[src/rtl/multicycle_control.sv]
// Multicycle MIPS control FSM for a shared-memory datapath.
// Memory wait states are bounded by MEM_TIMEOUT and report sticky error flags.
module multicycle_control #(
    parameter int MEM_TIMEOUT = 16
) (
    input  logic       clk,
    input  logic       reset,
    input  logic [5:0] opcode,
    input  logic [5:0] funct,
    input  logic       mem_ready,
    output logic       PCWrite,
    output logic       PCWriteCond,
    output logic       BranchNe,
    output logic       IorD,
    output logic       MemRead,
    output logic       MemWrite,
    output logic       IRWrite,
    output logic [1:0] RegDst,
    output logic [1:0] MemtoReg,
    output logic       ALUSrcA,
    output logic [1:0] ALUSrcB,
    output logic [2:0] ALUOp,
    output logic [1:0] PCSource,
    output logic       RegWrite,
    output logic       illegal_op,
    output logic       mem_err,
    output logic [3:0] state
);

    typedef enum logic [3:0] {
        S_FETCH    = 4'd0,
        S_DECODE   = 4'd1,
        S_MEM_ADDR = 4'd2,
        S_MEM_RD   = 4'd3,
        S_MEM_WB   = 4'd4,
        S_MEM_WR   = 4'd5,
        S_R_EXEC   = 4'd6,
        S_R_WB     = 4'd7,
        S_I_EXEC   = 4'd8,
        S_I_WB     = 4'd9,
        S_BRANCH   = 4'd10,
        S_JUMP     = 4'd11,
        S_JAL      = 4'd12,
        S_JR       = 4'd13
    } state_t;

    localparam int CW = $clog2(MEM_TIMEOUT) + 1;
    localparam logic [CW-1:0] WAIT_LAST = CW'(MEM_TIMEOUT - 1);

    localparam logic [5:0] OP_RTYPE = 6'b000000;
    localparam logic [5:0] OP_J     = 6'b000010;
    localparam logic [5:0] OP_JAL   = 6'b000011;
    localparam logic [5:0] OP_BEQ   = 6'b000100;
    localparam logic [5:0] OP_BNE   = 6'b000101;
    localparam logic [5:0] OP_ADDI  = 6'b001000;
    localparam logic [5:0] OP_SLTI  = 6'b001010;
    localparam logic [5:0] OP_ANDI  = 6'b001100;
    localparam logic [5:0] OP_ORI   = 6'b001101;
    localparam logic [5:0] OP_LW    = 6'b100011;
    localparam logic [5:0] OP_SW    = 6'b101011;
    localparam logic [5:0] FN_JR    = 6'b001000;

    state_t          state_q;
    state_t          state_nxt;
    state_t          dec_target;
    logic [CW-1:0]   wait_cnt;
    logic            in_wait;
    logic            timeout;
    logic            dec_illegal;

    // Unsupported opcodes map to FETCH; no legal opcode ever decodes there.
    function automatic state_t decode_target(input logic [5:0] op, input logic [5:0] fn);
        case (op)
            OP_LW, OP_SW:                      return S_MEM_ADDR;
            OP_RTYPE:                          return (fn == FN_JR) ? S_JR : S_R_EXEC;
            OP_ADDI, OP_ANDI, OP_ORI, OP_SLTI: return S_I_EXEC;
            OP_BEQ, OP_BNE:                    return S_BRANCH;
            OP_J:                              return S_JUMP;
            OP_JAL:                            return S_JAL;
            default:                           return S_FETCH;
        endcase
    endfunction

    assign dec_target  = decode_target(opcode, funct);
    assign in_wait     = (state_q == S_FETCH) || (state_q == S_MEM_RD) || (state_q == S_MEM_WR);
    assign timeout     = in_wait && !mem_ready && (wait_cnt == WAIT_LAST);
    assign dec_illegal = (state_q == S_DECODE) && (dec_target == S_FETCH);
    assign state       = state_q;

    always_ff @(posedge clk) begin
        if (reset) begin
            state_q    <= S_FETCH;
            wait_cnt   <= '0;
            illegal_op <= 1'b0;
            mem_err    <= 1'b0;
        end else begin
            state_q <= state_nxt;
            // A timeout re-enters FETCH, so the retry starts a fresh wait window.
            if ((state_nxt != state_q) || timeout) begin
                wait_cnt <= '0;
            end else if (in_wait && !mem_ready && (wait_cnt != '1)) begin
                wait_cnt <= wait_cnt + CW'(1);
            end
            if (dec_illegal) begin
                illegal_op <= 1'b1;
            end
            if (timeout) begin
                mem_err <= 1'b1;
            end
        end
    end

    always_comb begin
        state_nxt = S_FETCH;
        case (state_q)
            S_FETCH:    state_nxt = mem_ready ? S_DECODE : S_FETCH;
            S_DECODE:   state_nxt = dec_target;
            S_MEM_ADDR: state_nxt = (opcode == OP_SW) ? S_MEM_WR : S_MEM_RD;
            S_MEM_RD:   state_nxt = mem_ready ? S_MEM_WB : (timeout ? S_FETCH : S_MEM_RD);
            S_MEM_WR:   state_nxt = (mem_ready || timeout) ? S_FETCH : S_MEM_WR;
            S_R_EXEC:   state_nxt = S_R_WB;
            S_I_EXEC:   state_nxt = S_I_WB;
            default:    state_nxt = S_FETCH;
        endcase
    end

    always_comb begin
        PCWrite     = 1'b0;
        PCWriteCond = 1'b0;
        BranchNe    = 1'b0;
        IorD        = 1'b0;
        MemRead     = 1'b0;
        MemWrite    = 1'b0;
        IRWrite     = 1'b0;
        RegDst      = 2'b00;
        MemtoReg    = 2'b00;
        ALUSrcA     = 1'b0;
        ALUSrcB     = 2'b00;
        ALUOp       = 3'b111;
        PCSource    = 2'b00;
        RegWrite    = 1'b0;
        case (state_q)
            S_FETCH: begin
                MemRead = 1'b1;
                ALUSrcB = 2'b01;
                ALUOp   = 3'b000;
                IRWrite = mem_ready;
                PCWrite = mem_ready;
            end
            S_DECODE: begin
                ALUSrcB = 2'b11;
                ALUOp   = 3'b000;
            end
            S_MEM_ADDR: begin
                ALUSrcA = 1'b1;
                ALUSrcB = 2'b10;
                ALUOp   = 3'b000;
            end
            S_MEM_RD: begin
                IorD    = 1'b1;
                MemRead = 1'b1;
            end
            S_MEM_WB: begin
                MemtoReg = 2'b01;
                RegWrite = 1'b1;
            end
            S_MEM_WR: begin
                IorD     = 1'b1;
                MemWrite = !timeout;
            end
            S_R_EXEC: begin
                ALUSrcA = 1'b1;
                ALUOp   = 3'b001;
            end
            S_R_WB: begin
                RegDst   = 2'b01;
                RegWrite = 1'b1;
            end
            S_I_EXEC: begin
                ALUSrcA = 1'b1;
                ALUSrcB = 2'b10;
                case (opcode)
                    OP_ANDI: ALUOp = 3'b010;
                    OP_ORI:  ALUOp = 3'b011;
                    OP_SLTI: ALUOp = 3'b110;
                    default: ALUOp = 3'b000;
                endcase
            end
            S_I_WB: begin
                RegWrite = 1'b1;
            end
            S_BRANCH: begin
                ALUSrcA     = 1'b1;
                BranchNe    = (opcode == OP_BNE);
                ALUOp       = (opcode == OP_BNE) ? 3'b101 : 3'b100;
                PCWriteCond = 1'b1;
                PCSource    = 2'b01;
            end
            S_JUMP: begin
                PCWrite  = 1'b1;
                PCSource = 2'b10;
            end
            S_JAL: begin
                PCWrite  = 1'b1;
                PCSource = 2'b10;
                RegDst   = 2'b10;
                MemtoReg = 2'b10;
                RegWrite = 1'b1;
            end
            S_JR: begin
                PCWrite  = 1'b1;
                PCSource = 2'b11;
            end
            default: ;
        endcase
        // Reset must abort any in-flight instruction without architectural side effects.
        if (reset) begin
            PCWrite     = 1'b0;
            PCWriteCond = 1'b0;
            IRWrite     = 1'b0;
            RegWrite    = 1'b0;
            MemWrite    = 1'b0;
            MemRead     = 1'b0;
        end
    end

endmodule
[config.mk]
export PLATFORM = sky130hd
export DESIGN_NAME = multicycle_control
export DESIGN_NICKNAME = d
export VERILOG_FILES = /design/src/rtl/multicycle_control.sv
export SDC_FILE = /design/constraint.sdc
export NUM_CORES = 1
export LEC_CHECK = 0
export BUFFER_PORTS_ARGS = -buffer_cell sky130_fd_sc_hd__buf_4
export CAP_MARGIN = 10
export CORE_MARGIN = 2
export CORE_UTILIZATION = 40
export CTS_CLUSTER_DIAMETER = 120
export CTS_CLUSTER_SIZE = 16
export DETAILED_ROUTE_END_ITERATION = 6
export GPL_ROUTABILITY_DRIVEN = 0
export GPL_TIMING_DRIVEN = 0
export PLACE_DENSITY_LB_ADDON = 0.05
export SYNTH_ARGS = -nofsm -noshare
export SYNTH_HDL_FRONTEND = slang
export SYNTH_SLANG_ARGS = --single-unit
[constraint.sdc]
create_clock -name clk -period 1.89 [get_ports clk]
set_clock_uncertainty 0.05 [all_clocks]
set_input_delay 0.378 -clock clk [delete_from_list [all_inputs] [get_ports clk]]
set_output_delay 0.378 -clock clk [all_outputs]
set_load 0.02 [all_outputs]
; Yosys cells after proc, flatten, opt, wreduce, memory -nomap -nowiden
; Cells that the tools add are included.
[word_totals]
ff_bits = 11
latchBits = 0
mem_bits_rw = 0
mem_bits_ro = 0
in_bits = 15
out_inout_bits = 26
wordCells = 87
mem_count = 0
[classes]
addsub = 1
n_mul = 0
n_div = 0
order_cmp = 0
n_eq_ne = 27
shift = 0
mux = 30
n_bitwise = 0
n_reduce_logical = 25
[ops]
columns = op, count
row1 = $eq 6x4->1 const B, 5
row2 = $pmux 4 s7, 1
row3 = $eq 4x4->1 const B, 6
row4 = $pmux 4 s6, 1
row5 = $eq 4x3->1 const B, 4
row6 = $mux 1, 16
row7 = $reduce_or 2->1, 7
row8 = $eq 6x2->1 const B, 2
row9 = $eq 6x3->1 const B, 2
row10 = $eq 6x6->1 const B, 2
row11 = $pmux 2 s3, 2
row12 = $pmux 3 s4, 1
row13 = $reduce_or 4->1, 3
row14 = $mux 3, 3
row15 = $pmux 3 s3, 1
row16 = $eq 4x2->1 const B, 2
row17 = $logic_not 4->1, 2
row18 = $pmux 2 s2, 2
row19 = $logic_not 6->1, 1
row20 = $reduce_or 3->1, 2
row21 = $add 5x1->5 const B, 1
row22 = $eq 5x4->1 const B, 1
row23 = $ne 5x5->1 const B, 1
row24 = $eq 4x1->1 const B, 1
row25 = other kinds (7), 14

; Logic depth before layout (Yosys ltp)
[logic_depth]
ltp_word = 11
ltp_mapped = 8
ltp_nobuf = 8

; Worst setup path before layout
; OpenSTA, ideal clock, no wires.
[synth_path]
path_kind = register to output
from = register state_q[1], in the netlist state[1]
to = output MemWrite
arrival_ps = 2398
t_required_ps = 1462
slack_ps = -936
stages_incl_launch_ff = 6
cell_sequence = dfxtp_1 buf_2 clkbuf_1 o22ai_1 nor3b_1 a2111oi_0
[synth_between]
elab_chain_len = 8
elab_cells_between_ends = 10
[synth_lines]
columns = element, line_no
row1 = start: declaration, 63  ; state_t state_q;
row2 = start signal: assignment, 97  ; state_q <= state_nxt;
row3 = $eq 4x2->1 / $logic_not 4->1 (equally long branches), 85  ; assign in_wait = (state_q == S_FETCH) || (state_q == S_MEM_RD) || (state_q == S_MEM_WR);
row4 = $logic_or 1x1->1 (2 in series), 85
row5 = $logic_and 1x1->1 (2 in series), 86  ; assign timeout = in_wait && !mem_ready && (wait_cnt == WAIT_LAST);
row6 = $logic_not 1->1, 169  ; MemWrite = !timeout;
row7 = $mux 1 (*), 142  ; case (state_q)
row8 = $mux 1 (*), 217  ; if (reset) begin
row9 = end: declaration, 16  ; output logic MemWrite,
; Mark *: on every way between the ends. The rest lies on a longest branch, timed or not.

; Worst setup path in the final report
[layout_path]
from = register state_q[2], in the netlist state[2]
to = output MemWrite
; Same word-level chain as after synthesis.

==> flow_summary.ini <==
[global_route]
overflow = 0
grt_pass1_wl_um = 6003
grt_max_degree = 11
antenna_found_initial = 0
grt_pass1_vias = 1337
track_usage = 0.2330

[sta]
worst_pin_slew_ns = 0.6166
fmax_mhz = 482.1
slew_violations = 0
setup_viol_count_final = 19
fin_tns_setup_ns = -1.767
fin_crit_ns = 2.074
fin_ws_ns = -0.1844
whs_ns = 0.4119
slew_headroom = 0.5889
rsz0062_at_grt = yes
period_share = 1.098
finalHoldViolCount = 0

[detailed_routing]
via_per_inst = 5.972
drcViolationCount = 0
wl_per_cell_um = 15.96
num_vias = 1517
drtIter0Drc = 64
antenna_left = 0
wl_um = 4054
drt-pass1-iter-count = 4

[layout]
final_util = 0.7773
nFillCells = 179
post_route_cells_drive_above_1_share = 0.5268
post-route-cell-area_um2 = 1978
seq_area_um2 = 235.2
area_growth_pct = 80.69
multi_input_area_um2 = 1010
nNetsFinal = 243
diodes = 0

[synthesis]
async_flop_share = 0
synthCells = 158
ys_ff_latch = 11
synth_seq_area_share = 0.2011
syn_nets = 176
synth.avg_cell_area_um2 = 6.929
synth_edf_count = 0
yosysUniqueCellTypes = 45
syn_area_um2 = 1095
synth-main-ff-cell = dfxtp_1
yosys_warnings = 0

[worst_setup_path]
end_kind = primary output
crit_start = state[2]
required_ns = 1.46
arrival_ns = 1.65
crit_fanout = 6
r2r_start = wait_cnt[0]
path_class = flop to primary output
cp-start-kind = flop

[placed_design]
dpl.hpwl_um = 2533
place_area_um2 = 1518
io_buffers = 38
place_ws_ns = -0.2723

[clocking]
cts_tree = built
cts_made_buffers = 3
postCtsHoldBufs = 0
numClockSinks = 11
clk_pin_slew_ns = 0.07
insertion_delay_ns = 0.28
htreeDepth = 1
max-clock-path-buffers = 2
cts-root-buf = clkbuf_4

[power]
vdd_ir_drop_max_mv = 0.4684
power.density_nw_per_um2 = 328.3
p_leak_nw = 0.8543

[floorplanning]
core_um2 = 2545
dieArea_um2 = 3171
initial_utilization = 0.4302
chipWidth_um = 56.32
die_h_um = 56.32
pin_count = 41
fp-row-count = 18

[job]
max_cap_violations = 0

[status]
run_status = finished, violations left
violations = negative setup slack

[worst_hold_path]
hold_class = input port to flop
min_from = opcode[2]
## final timing paths
| kind | slack [ns] | endpoint | cells after the start |
|---|---|---|---|
| worst min register to register | 0.43 | mem_err | 2 |
| worst max register to register | -0.15 | wait_cnt[1] | 7 |
| worst min-delay path | 0.41 | state[0] | 4 |
| worst max-delay path | -0.18 | MemWrite | 6 |
## placed cells by master, fill, tap and decap left out, drive strengths merged, types with 4 or more instances in the layout
cell     n
inv      8
o21ai    7
a31oi    5
and3     4
a21o     4
a21oi   10
nor3     6
nand2b   5
buf     66
nor2    24
nand3    4
nand2   14
clkbuf   9
nor2b    4
dfxtp   11
or3      5
## metrics by stage
stage / power [mW] / cells
2_1_floorplan: 0.3572 / 158
3_3_place_gp: 0.4198 / 226
3_5_place_dp: 0.4236 / 226
4_1_cts: 0.6281 / 247
5_1_grt: 0.6775 / 254
6_report: 0.6495 / 254
## timing repair
item                                    4_1_cts  5_1_grt
setup buffers                                17        7
pin swaps                                    12       12
resized for setup                            44       18
endpoints found under the setup margin       26       21
## worst max-delay path, cell delays in order (launching register included)
cell and delay (ns):
dfxtp_4 0.36, buf_8 0.11, xor2_2 0.14, o22ai_2 0.09, nor3b_4 0.17, a2111oi_4 0.33
buf_4 0.19
## per-layer routing
metal	share of wire	up-vias	GRT usage	wire length [µm]
met4	0.025	0	0.05442	100
met2	0.51	73	0.4118	2078
li1	-	703	-	-
met3	0.075	14	0.05069	305
met1	0.39	727	0.2867	1569
met5	0	-	0	0
## Yosys cell counts, drive strengths merged, types with 4 or more instances
| master | count | share of area |
|---|---|---|
| nand2b | 5 | 0.029 |
| a21o | 4 | 0.027 |
| or3 | 5 | 0.029 |
| nor3 | 6 | 0.027 |
| nor2b | 4 | 0.023 |
| clkbuf | 6 | 0.021 |
| a21oi | 10 | 0.046 |
| nand2 | 14 | 0.048 |
| and3 | 4 | 0.023 |
| nor2 | 24 | 0.082 |
| nand3 | 4 | 0.018 |
| inv | 8 | 0.027 |
| dfxtp | 11 | 0.20 |
| o21ai | 7 | 0.032 |
| buf | 4 | 0.017 |
| a31oi | 5 | 0.029 |
## report_power, final
part	internal [mW]	total, mW	switching (mW)
clock	0.0785	0.168	0.0891
sequential	0.234	0.241	0.00625
combinational	0.117	0.241	0.124
total	0.430	0.649	0.219
## flip-flops by register name, indices dropped and copies added (netlist names)
register / cells
mem_err: 1
state: 4
illegal_op: 1
wait_cnt: 5
## final cells by class
cell class / instances / share of cell area
multi-input combinational: 129 / 0.5104
tap: 30 / 0.01898
inverter: 8 / 0.01771
clock buffer: 3 / 0.01139
clock inverter: 1 / 0.002530
sequential: 11 / 0.1189
buffer: 10 / 0.06515
timing repair buffer: 62 / 0.2549
## cells by family after synthesis
logic type,count (synthesis),share of synthesized area
buf+inv,18,0.06514
flops,11,0.2011
compound gates,42,0.2743
xor+xnor,6,0.04801
fa+ha+maj,3,0.03429
mux,2,0.01943
simple gates,76,0.3577
No activity file was read; power rests on OpenSTA's default activity.
